`src/rtl/sram_arbiter.sv`:
```
// sram_arbiter: two-port arbiter and access sequencer for the external 1Mx16 SRAM.
// Shares the chip between the CPU port and an auxiliary (loader/DMA) port and
// generates registered active-low CE/UB/LB/OE/WE strobes, the SRAM address and
// the write-data enable for the board-level tristate bus.
//
// Optional feature macro: SRAM_ARB_RR_EN
//   defined   -> round-robin arbitration between simultaneous requests
//   undefined -> fixed priority, CPU over aux
//
// Request handshake: a requester raises req with we/addr/wdata and holds them
// until its ack pulses for one cycle. The fields are latched at grant, so a
// request that changes or drops mid-access still completes and is still acked.
// A req still high in the cycle after ack is taken as a new request.
//
// The FSM state is exported on state_o (0 = IDLE, 1 = ACCESS, 2 = DONE).

module sram_arbiter #(
    parameter int unsigned WAIT_CYCLES = 2,   // OE/WE low time in cycles, 1..15
    parameter int unsigned ADDR_W      = 20,
    parameter int unsigned DATA_W      = 16
) (
    input  logic              Clk,
    input  logic              Reset,       // asynchronous, active low

    input  logic              cpu_req,
    input  logic              cpu_we,
    input  logic [ADDR_W-1:0] cpu_addr,
    input  logic [DATA_W-1:0] cpu_wdata,
    output logic [DATA_W-1:0] cpu_rdata,
    output logic              cpu_ack,

    input  logic              aux_req,
    input  logic              aux_we,
    input  logic [ADDR_W-1:0] aux_addr,
    input  logic [DATA_W-1:0] aux_wdata,
    output logic [DATA_W-1:0] aux_rdata,
    output logic              aux_ack,

    output logic              owner,

    output logic              CE,
    output logic              UB,
    output logic              LB,
    output logic              OE,
    output logic              WE,
    output logic [ADDR_W-1:0] ADDR,

    input  logic [DATA_W-1:0] Data_in,
    output logic [DATA_W-1:0] Data_out,
    output logic              Data_oe,

    output logic [1:0]        state_o
);

    typedef enum logic [1:0] {
        IDLE   = 2'd0,
        ACCESS = 2'd1,
        DONE   = 2'd2
    } state_t;

    localparam logic [3:0] WAIT_LD = 4'(WAIT_CYCLES);

    state_t              state_q, state_d;
    logic [3:0]          cnt_q, cnt_d;
    logic                lwe_q, lwe_d;        // latched write flag of access in flight
    logic                owner_q, owner_d;
    logic                ce_q, ce_d;
    logic                oe_q, oe_d;
    logic                we_q, we_d;
    logic                doe_q, doe_d;
    logic [ADDR_W-1:0]   addr_q, addr_d;
    logic [DATA_W-1:0]   dout_q, dout_d;
    logic [DATA_W-1:0]   cpu_rdata_q, cpu_rdata_d;
    logic [DATA_W-1:0]   aux_rdata_q, aux_rdata_d;
    logic                cpu_ack_q, cpu_ack_d;
    logic                aux_ack_q, aux_ack_d;
    logic                grant_aux;

`ifdef SRAM_ARB_RR_EN
    logic                last_q, last_d;      // 1 = aux was granted last

    // Round-robin: on a tie, grant the port that was not granted last
    always_comb begin
        grant_aux = aux_req && (!cpu_req || !last_q);
    end

    // Last-granted register; resets to aux so the CPU wins the first tie
    always_ff @(posedge Clk or negedge Reset) begin
        if (!Reset) last_q <= 1'b1;
        else        last_q <= last_d;
    end

    // Remember who won whenever a grant is issued
    always_comb begin
        last_d = last_q;
        if (state_q == IDLE && (cpu_req || aux_req)) last_d = grant_aux;
    end
`else
    // Fixed priority: aux only wins when the CPU is not asking
    always_comb begin
        grant_aux = aux_req && !cpu_req;
    end
`endif

    // Next-state and next-output logic; every output is registered below
    always_comb begin
        state_d     = state_q;
        cnt_d       = cnt_q;
        lwe_d       = lwe_q;
        owner_d     = owner_q;
        ce_d        = ce_q;
        oe_d        = oe_q;
        we_d        = we_q;
        doe_d       = doe_q;
        addr_d      = addr_q;
        dout_d      = dout_q;
        cpu_rdata_d = cpu_rdata_q;
        aux_rdata_d = aux_rdata_q;
        cpu_ack_d   = 1'b0;
        aux_ack_d   = 1'b0;

        case (state_q)
            IDLE: begin
                ce_d  = 1'b1;
                oe_d  = 1'b1;
                we_d  = 1'b1;
                doe_d = 1'b0;
                if (cpu_req || aux_req) begin
                    owner_d = grant_aux;
                    lwe_d   = grant_aux ? aux_we   : cpu_we;
                    addr_d  = grant_aux ? aux_addr : cpu_addr;
                    if (grant_aux ? aux_we : cpu_we)
                        dout_d = grant_aux ? aux_wdata : cpu_wdata;
                    cnt_d   = WAIT_LD;
                    state_d = ACCESS;
                    // Strobes for the first ACCESS cycle are set up here so
                    // they leave the flops together with the new address.
                    ce_d    = 1'b0;
                    oe_d    = grant_aux ? aux_we : cpu_we;
                    we_d    = grant_aux ? !aux_we : !cpu_we;
                    doe_d   = grant_aux ? aux_we : cpu_we;
                end
            end

            ACCESS: begin
                if (cnt_q <= 4'd1) begin
                    state_d = DONE;
                    ce_d    = 1'b1;
                    oe_d    = 1'b1;
                    we_d    = 1'b1;
                    doe_d   = lwe_q;          // hold write data one more cycle
                    if (!lwe_q) begin
                        if (owner_q) aux_rdata_d = Data_in;
                        else         cpu_rdata_d = Data_in;
                    end
                    cpu_ack_d = !owner_q;
                    aux_ack_d = owner_q;
                end else begin
                    cnt_d = cnt_q - 4'd1;
                end
            end

            DONE: begin
                state_d = IDLE;
                doe_d   = 1'b0;
            end

            default: begin
                state_d = IDLE;
                ce_d    = 1'b1;
                oe_d    = 1'b1;
                we_d    = 1'b1;
                doe_d   = 1'b0;
            end
        endcase
    end

    // State and output registers; reset forces all strobes inactive at once
    always_ff @(posedge Clk or negedge Reset) begin
        if (!Reset) begin
            state_q     <= IDLE;
            cnt_q       <= 4'd0;
            lwe_q       <= 1'b0;
            owner_q     <= 1'b0;
            ce_q        <= 1'b1;
            oe_q        <= 1'b1;
            we_q        <= 1'b1;
            doe_q       <= 1'b0;
            addr_q      <= '0;
            dout_q      <= '0;
            cpu_rdata_q <= '0;
            aux_rdata_q <= '0;
            cpu_ack_q   <= 1'b0;
            aux_ack_q   <= 1'b0;
        end else begin
            state_q     <= state_d;
            cnt_q       <= cnt_d;
            lwe_q       <= lwe_d;
            owner_q     <= owner_d;
            ce_q        <= ce_d;
            oe_q        <= oe_d;
            we_q        <= we_d;
            doe_q       <= doe_d;
            addr_q      <= addr_d;
            dout_q      <= dout_d;
            cpu_rdata_q <= cpu_rdata_d;
            aux_rdata_q <= aux_rdata_d;
            cpu_ack_q   <= cpu_ack_d;
            aux_ack_q   <= aux_ack_d;
        end
    end

    // Accesses are always full-width, so byte lanes follow chip enable
    always_comb begin
        CE        = ce_q;
        UB        = ce_q;
        LB        = ce_q;
        OE        = oe_q;
        WE        = we_q;
        ADDR      = addr_q;
        Data_out  = dout_q;
        Data_oe   = doe_q;
        owner     = owner_q;
        cpu_rdata = cpu_rdata_q;
        aux_rdata = aux_rdata_q;
        cpu_ack   = cpu_ack_q;
        aux_ack   = aux_ack_q;
        state_o   = state_q;
    end

endmodule

```
`config.mk`:
```
export PLATFORM = sky130hd
export DESIGN_NAME = sram_arbiter
export DESIGN_NICKNAME = d
export VERILOG_FILES = /design/src/rtl/sram_arbiter.sv
export SDC_FILE = /design/constraint.sdc
export NUM_CORES = 1
export LEC_CHECK = 0
export BUFFER_PORTS_ARGS = -buffer_cell sky130_fd_sc_hd__buf_2
export CORE_UTILIZATION = 45
export DETAILED_ROUTE_END_ITERATION = 7
export PLACE_DENSITY = 0.85
export SKIP_LAST_GASP = 1
export SYNTH_ARGS = -nofsm -noshare
export SYNTH_HDL_FRONTEND = slang
export SYNTH_SLANG_ARGS = --single-unit
export TNS_END_PERCENT = 5
```
`constraint.sdc`:
```
create_clock -name Clk -period 2 [get_ports Clk]
set_input_delay 0.4 -clock Clk [delete_from_list [all_inputs] [get_ports Clk]]
set_output_delay 0.4 -clock Clk [all_outputs]
set_load 0.01 [all_outputs]
```
# ---- Yosys cells after proc, flatten, opt, wreduce, memory -nomap -nowiden
# Index checks and enable logic that the tools add are counted.
dict set report op_classes {
  reduce_logical 15
  addsub 1
  magnitude_cmp 1
  n_eq_ne 5
  n_mux 24
  bitwise_logic 3
}
# op count
set op_table {}
lappend op_table {{20-bit two-way mux} 1}
lappend op_table {{16-bit two-way mux} 1}
lappend op_table {{1-bit two-way mux} 12}
lappend op_table {{1-bit case mux with 3 select lines} 3}
lappend op_table {{4-bit two-way mux} 2}
lappend op_table {{4-bit case mux with 2 select lines} 1}
lappend op_table {{4-bit AND reduction} 2}
lappend op_table {{2-bit inequality test (second input constant)} 3}
lappend op_table {{2-bit AND reduction} 3}
lappend op_table {{3-bit AND reduction} 2}
lappend op_table {{4-bit by 1-bit less-or-equal comparator with 1-bit output (second input constant)} 1}
lappend op_table {{1-bit logical NOT} 4}
lappend op_table {{2-bit two-way mux} 2}
lappend op_table {{2-bit case mux with 2 select lines} 1}
lappend op_table {{4-bit by 1-bit subtractor with 4-bit output (second input constant)} 1}
lappend op_table {{1-bit inverter} 3}
lappend op_table {{2-bit by 1-bit == test with 1-bit output (second input constant)} 1}
lappend op_table {{2-bit == test (second input constant)} 1}
lappend op_table {{2-bit logical NOT} 1}
lappend op_table {{1-bit case mux with 2 select lines} 1}
lappend op_table {{2-bit nonzero test} 1}
lappend op_table {{1-bit logical AND} 1}
lappend op_table {{1-bit logical OR} 1}
dict set report word_totals {
  output_inout_bits 79
  elab_cells 63
  reg_bits 82
  input_bits 94
}

# ---- Longest topological paths before layout
dict set report depth {
  ltp_word 5
  ltp_mapped 8
  depth_no_buf 7
}

# ---- Least setup slack after synthesis
# OpenSTA, ideal clock, no wires.
dict set report synth_path {
  path_kind {reg-to-reg}
  from {register cnt_q[0]}
  to {register aux_rdata_q[10] (netlist: aux_rdata[10])}
  path_stages_with_launch 8
  t_required_ns 1.875
  path_buffers 1
  t_arrival_ns 1.595
  period_less_slack_ns 1.720
  slack_ns 0.280
  setup_ns 0.125
  cell_sequence {dfrtp_1 > inv_1 > ha_1 > nor2_1 > nand3b_4 > nor3_4 > buf_12 > mux2_4}
}
dict set report synth_between {
  elab_chain_cells 2
}
# element line
set synth_rtl {}
lappend synth_rtl {{from (decl)} 64} ;# logic [3:0] cnt_q, cnt_d;
lappend synth_rtl {{from (signal assigned)} 197} ;# cnt_q <= cnt_d;
lappend synth_rtl {{4-bit by 1-bit less-or-equal comparator with 1-bit output} 146} ;# if (cnt_q <= 4'd1) begin
lappend synth_rtl {{4-bit AND reduction (no source line)} --}
lappend synth_rtl {{to (signal assigned)} 207} ;# aux_rdata_q <= aux_rdata_d;
lappend synth_rtl {{to (decl)} 74} ;# logic [DATA_W-1:0] aux_rdata_q, aux_rdata_d;
# No other way between the ends.
# A chain may end at the register's enable or synchronous reset.

# ---- Worst setup path in the final report
dict set report layout_path {
  from {register cnt_q[0]}
  to {register cpu_rdata_q[14] (netlist: cpu_rdata[14])}
}
dict set report layout_between {
  elab_chain_cells 2
}
# element line
set layout_rtl {}
lappend layout_rtl {{4-bit by 1-bit less-or-equal comparator with 1-bit output} 146}
lappend layout_rtl {{4-bit AND reduction (no source line)} --}
lappend layout_rtl {{to (signal assigned)} 206} ;# cpu_rdata_q <= cpu_rdata_d;
lappend layout_rtl {{to (decl)} 73} ;# logic [DATA_W-1:0] cpu_rdata_q, cpu_rdata_d;
# No other way between the ends.

==> results.yml <==
outcome:
  status: "completed"
drt:
  wl_per_cell_um: 14.4
  firstDrtPassIters: 4
  drc: 0
  wl_met2_um: 4090
  wl_met1_um: 3360
  via_per_inst: 4.94
  met3_wirelength_um: 548
  topRoutingLayerUsed: "met4"
  wirelength_um: 8170
  drtIter0Drc: 88
  num_vias: 2794
  ant_nets: 0
logic_synthesis:
  synth_fp_nets: 382
  ys_async_sr_fraction_pct: 100
  syn_area_um2: 3620
  synth-main-ff-cell: "dfrtp_1"
  synth_edf_count: 0
  seq_area_frac_synth_pct: 56.8
  yosysWarnings: 0
  syn_inst: 286
  postSynthAreaPerCell_um2: 12.6
  synth_seq_cells: 82
  ys_types: 34
power_and_ir_drop:
  internal_power_mw: 4.40
  total_leakage_power_nw: 2.62
  p_per_area_nw_per_um2: 1490
  pwr-share-seq_pct: 42.1
  swShare_pct: 37.8
  vdd_drop_max_uv: 580
  power_mw: 7.08
  comb_power_share_pct: 42.6
  p_clk_share_pct: 15.3
  power_switching_mw: 2.68
floorplan:
  initial_core_util_pct: 46.6
  fp.dieH_um: 91.7
  core_um2: 7770
  dieArea_um2: 8400
  rows: 32
  die_x_um: 91.7
  io_pins: 173
timing:
  clock_skew_ps: 11.2
  final_hold_viol_count: 0
  fmax_mhz: 541
  period_share_pct: 92.5
  setup_tns_ps: 0
  grt_setup_unrepaired: "false"
  setup_violations: 0
  relSlewSlack_pct: 67.7
  period_needed_ps: 1850
  final_max_slew_viol_count: 0
  holdWs_ps: 9.65
  tightest_slew_ps: 484
finish:
  layout_commonest_cell: "buf_2"
  final_cell_mix: "171 x buf_2, 79 x dfrtp_1, 39 x mux2i_1"
  fin_nets: 555
  diodes: 0
  layout-drive-gt1-share_pct: 51.9
  fill_cells: 656
  seqCellArea_um2: 2060
  area_growth_pct: 31.7
  multi_input_area_um2: 1440
worst_setup_path:
  startpoint_type: "flop"
  worstPathRequired_ps: 2230
  critPathArrivalTime_ps: 2080
  end_kind: "flop"
  crit_fanout: 8
  critical_path_class: "reg2reg"
cts:
  numCtsBuffers: 9
  tritoncts: "built"
  post_cts_resized: 0
  clock_tree.buffer_depth: 2
  clkSinkCount: 82
  htree_levels: 3
  clk_latency_ps: 350
  path_clk_slew_ps: 90
  clockRootBuffer: "clkbuf_8"
place:
  io_buffers: 172
  dp_hpwl_um: 6100
  gp_congestion: 0.793
global_routing:
  grt_pass1_wl_um: 13100
  grt_pass1_vias: 2745
  antenna_found_initial: 0
  grt_max_degree: 47
  overflow: 0
  track_usage_pct: 20.1
hold_path:
  hp-class: "in2async"
run:
  drv_cap: 0
-- worst max-delay path: stages, from the launching register on --
cell and delay, ps:
dfrtp_1 420, inv_1 80, ha_1 160, nor2_1 70
nand3b_4 190, inv_2 130, nand3_2 290, mux2_4 400
-- synth_stat cells, types with 3 or more instances --
cell     instances  share of area (%)
dfrtp_1         79                 55
mux2i_1         39                 11
nand2_1         29                3.0
o21ai_0         21                2.9
a21oi_1         20                2.8
mux2_4          20                8.3
nor2_1          20                2.1
mux2_2          13                4.0
buf_2            7               0.97
buf_4            5                1.0
inv_1            5               0.52
dfstp_2          3                2.2
-- routing by layer --
layer / up-vias / global-route usage [%]
li1: 1335 / -
met1: 1319 / 24.5
met2: 125 / 34.4
met3: 15 / 4.31
met4: 0 / 8.60
met5: - / 0
-- worst paths after layout --
check	start	endpoint	slack [ps]	cells after the start
max	cnt_q[0]$_DFFE_PN0P_	cpu_rdata[14]$_DFFE_PN0P_	150	7
min	Reset	aux_rdata[2]$_DFFE_PN0P_	10	1
max reg2reg	cnt_q[0]$_DFFE_PN0P_	cpu_rdata[14]$_DFFE_PN0P_	150	7
min reg2reg	ADDR[19]$_DFFE_PN0P_	ADDR[19]$_DFFE_PN0P_	480	2
max in group asynchronous	Reset	Data_out[2]$_DFFE_PN0P_	1390	2
min in group Clk	Data_in[9]	aux_rdata[9]$_DFFE_PN0P_	290	2
-- state kept, by name, summed over array words and instances, names as in the netlist --
| signal | flops |
|---|---|
| ADDR | 20 |
| Data_out | 16 |
| aux_rdata | 16 |
| cpu_rdata | 16 |
| cnt_q | 4 |
| state_o | 2 |
| CE | 1 |
| Data_oe | 1 |
| OE | 1 |
| WE | 1 |
| aux_ack | 1 |
| cpu_ack | 1 |
| lwe_q | 1 |
| owner | 1 |
-- through the flow --
stage / instance area [um^2] / setup WS [ps] / utilization (%) / instances
global route: 4760 / 26.6 / 61.3 / 566
finish: 4760 / 151 / 61.3 / 566
floorplan: 3620 / 280 / - / 286
CTS: 4750 / 100 / 61.2 / 565
global placement: 4580 / 227 / 58.9 / 549
detailed placement: 4580 / 139 / 58.9 / 549
-- power groups by stage --
stage | clock (mW) | sequential (mW) | combinational, mW
after CTS | 1.12 | 2.99 | 3.03
after floorplan | 0 | 3.31 | 1.50
after detailed placement | 0 | 3.00 | 3.03
after global routing | 1.20 | 3.09 | 3.31
after global placement | 0 | 2.97 | 2.90
final | 1.08 | 2.98 | 3.02
-- repair_timing --
action                     CTS  global route
setup endpoints to repair    0             6
buffers inserted             0             0
hold buffers                 0             0
-- layout make-up --
class	instances	share of cell area [%]
well taps	102	2.68
inverters	6	0.473
flip-flops and latches	82	43.1
multi-input cells	183	30.3
repair buffers	177	19.7
clock inverters	7	1.10
clock buffers	9	2.60
-- logic make-up after synthesis --
logic type / after synthesis / synth area share [%]
simple gates: 59 / 8.09
compound gates: 49 / 7.54
fa+ha+maj: 2 / 0.692
flops: 82 / 56.8
buf+inv: 22 / 3.70
mux: 72 / 23.1
No activity file was read; power rests on OpenSTA's default activity.
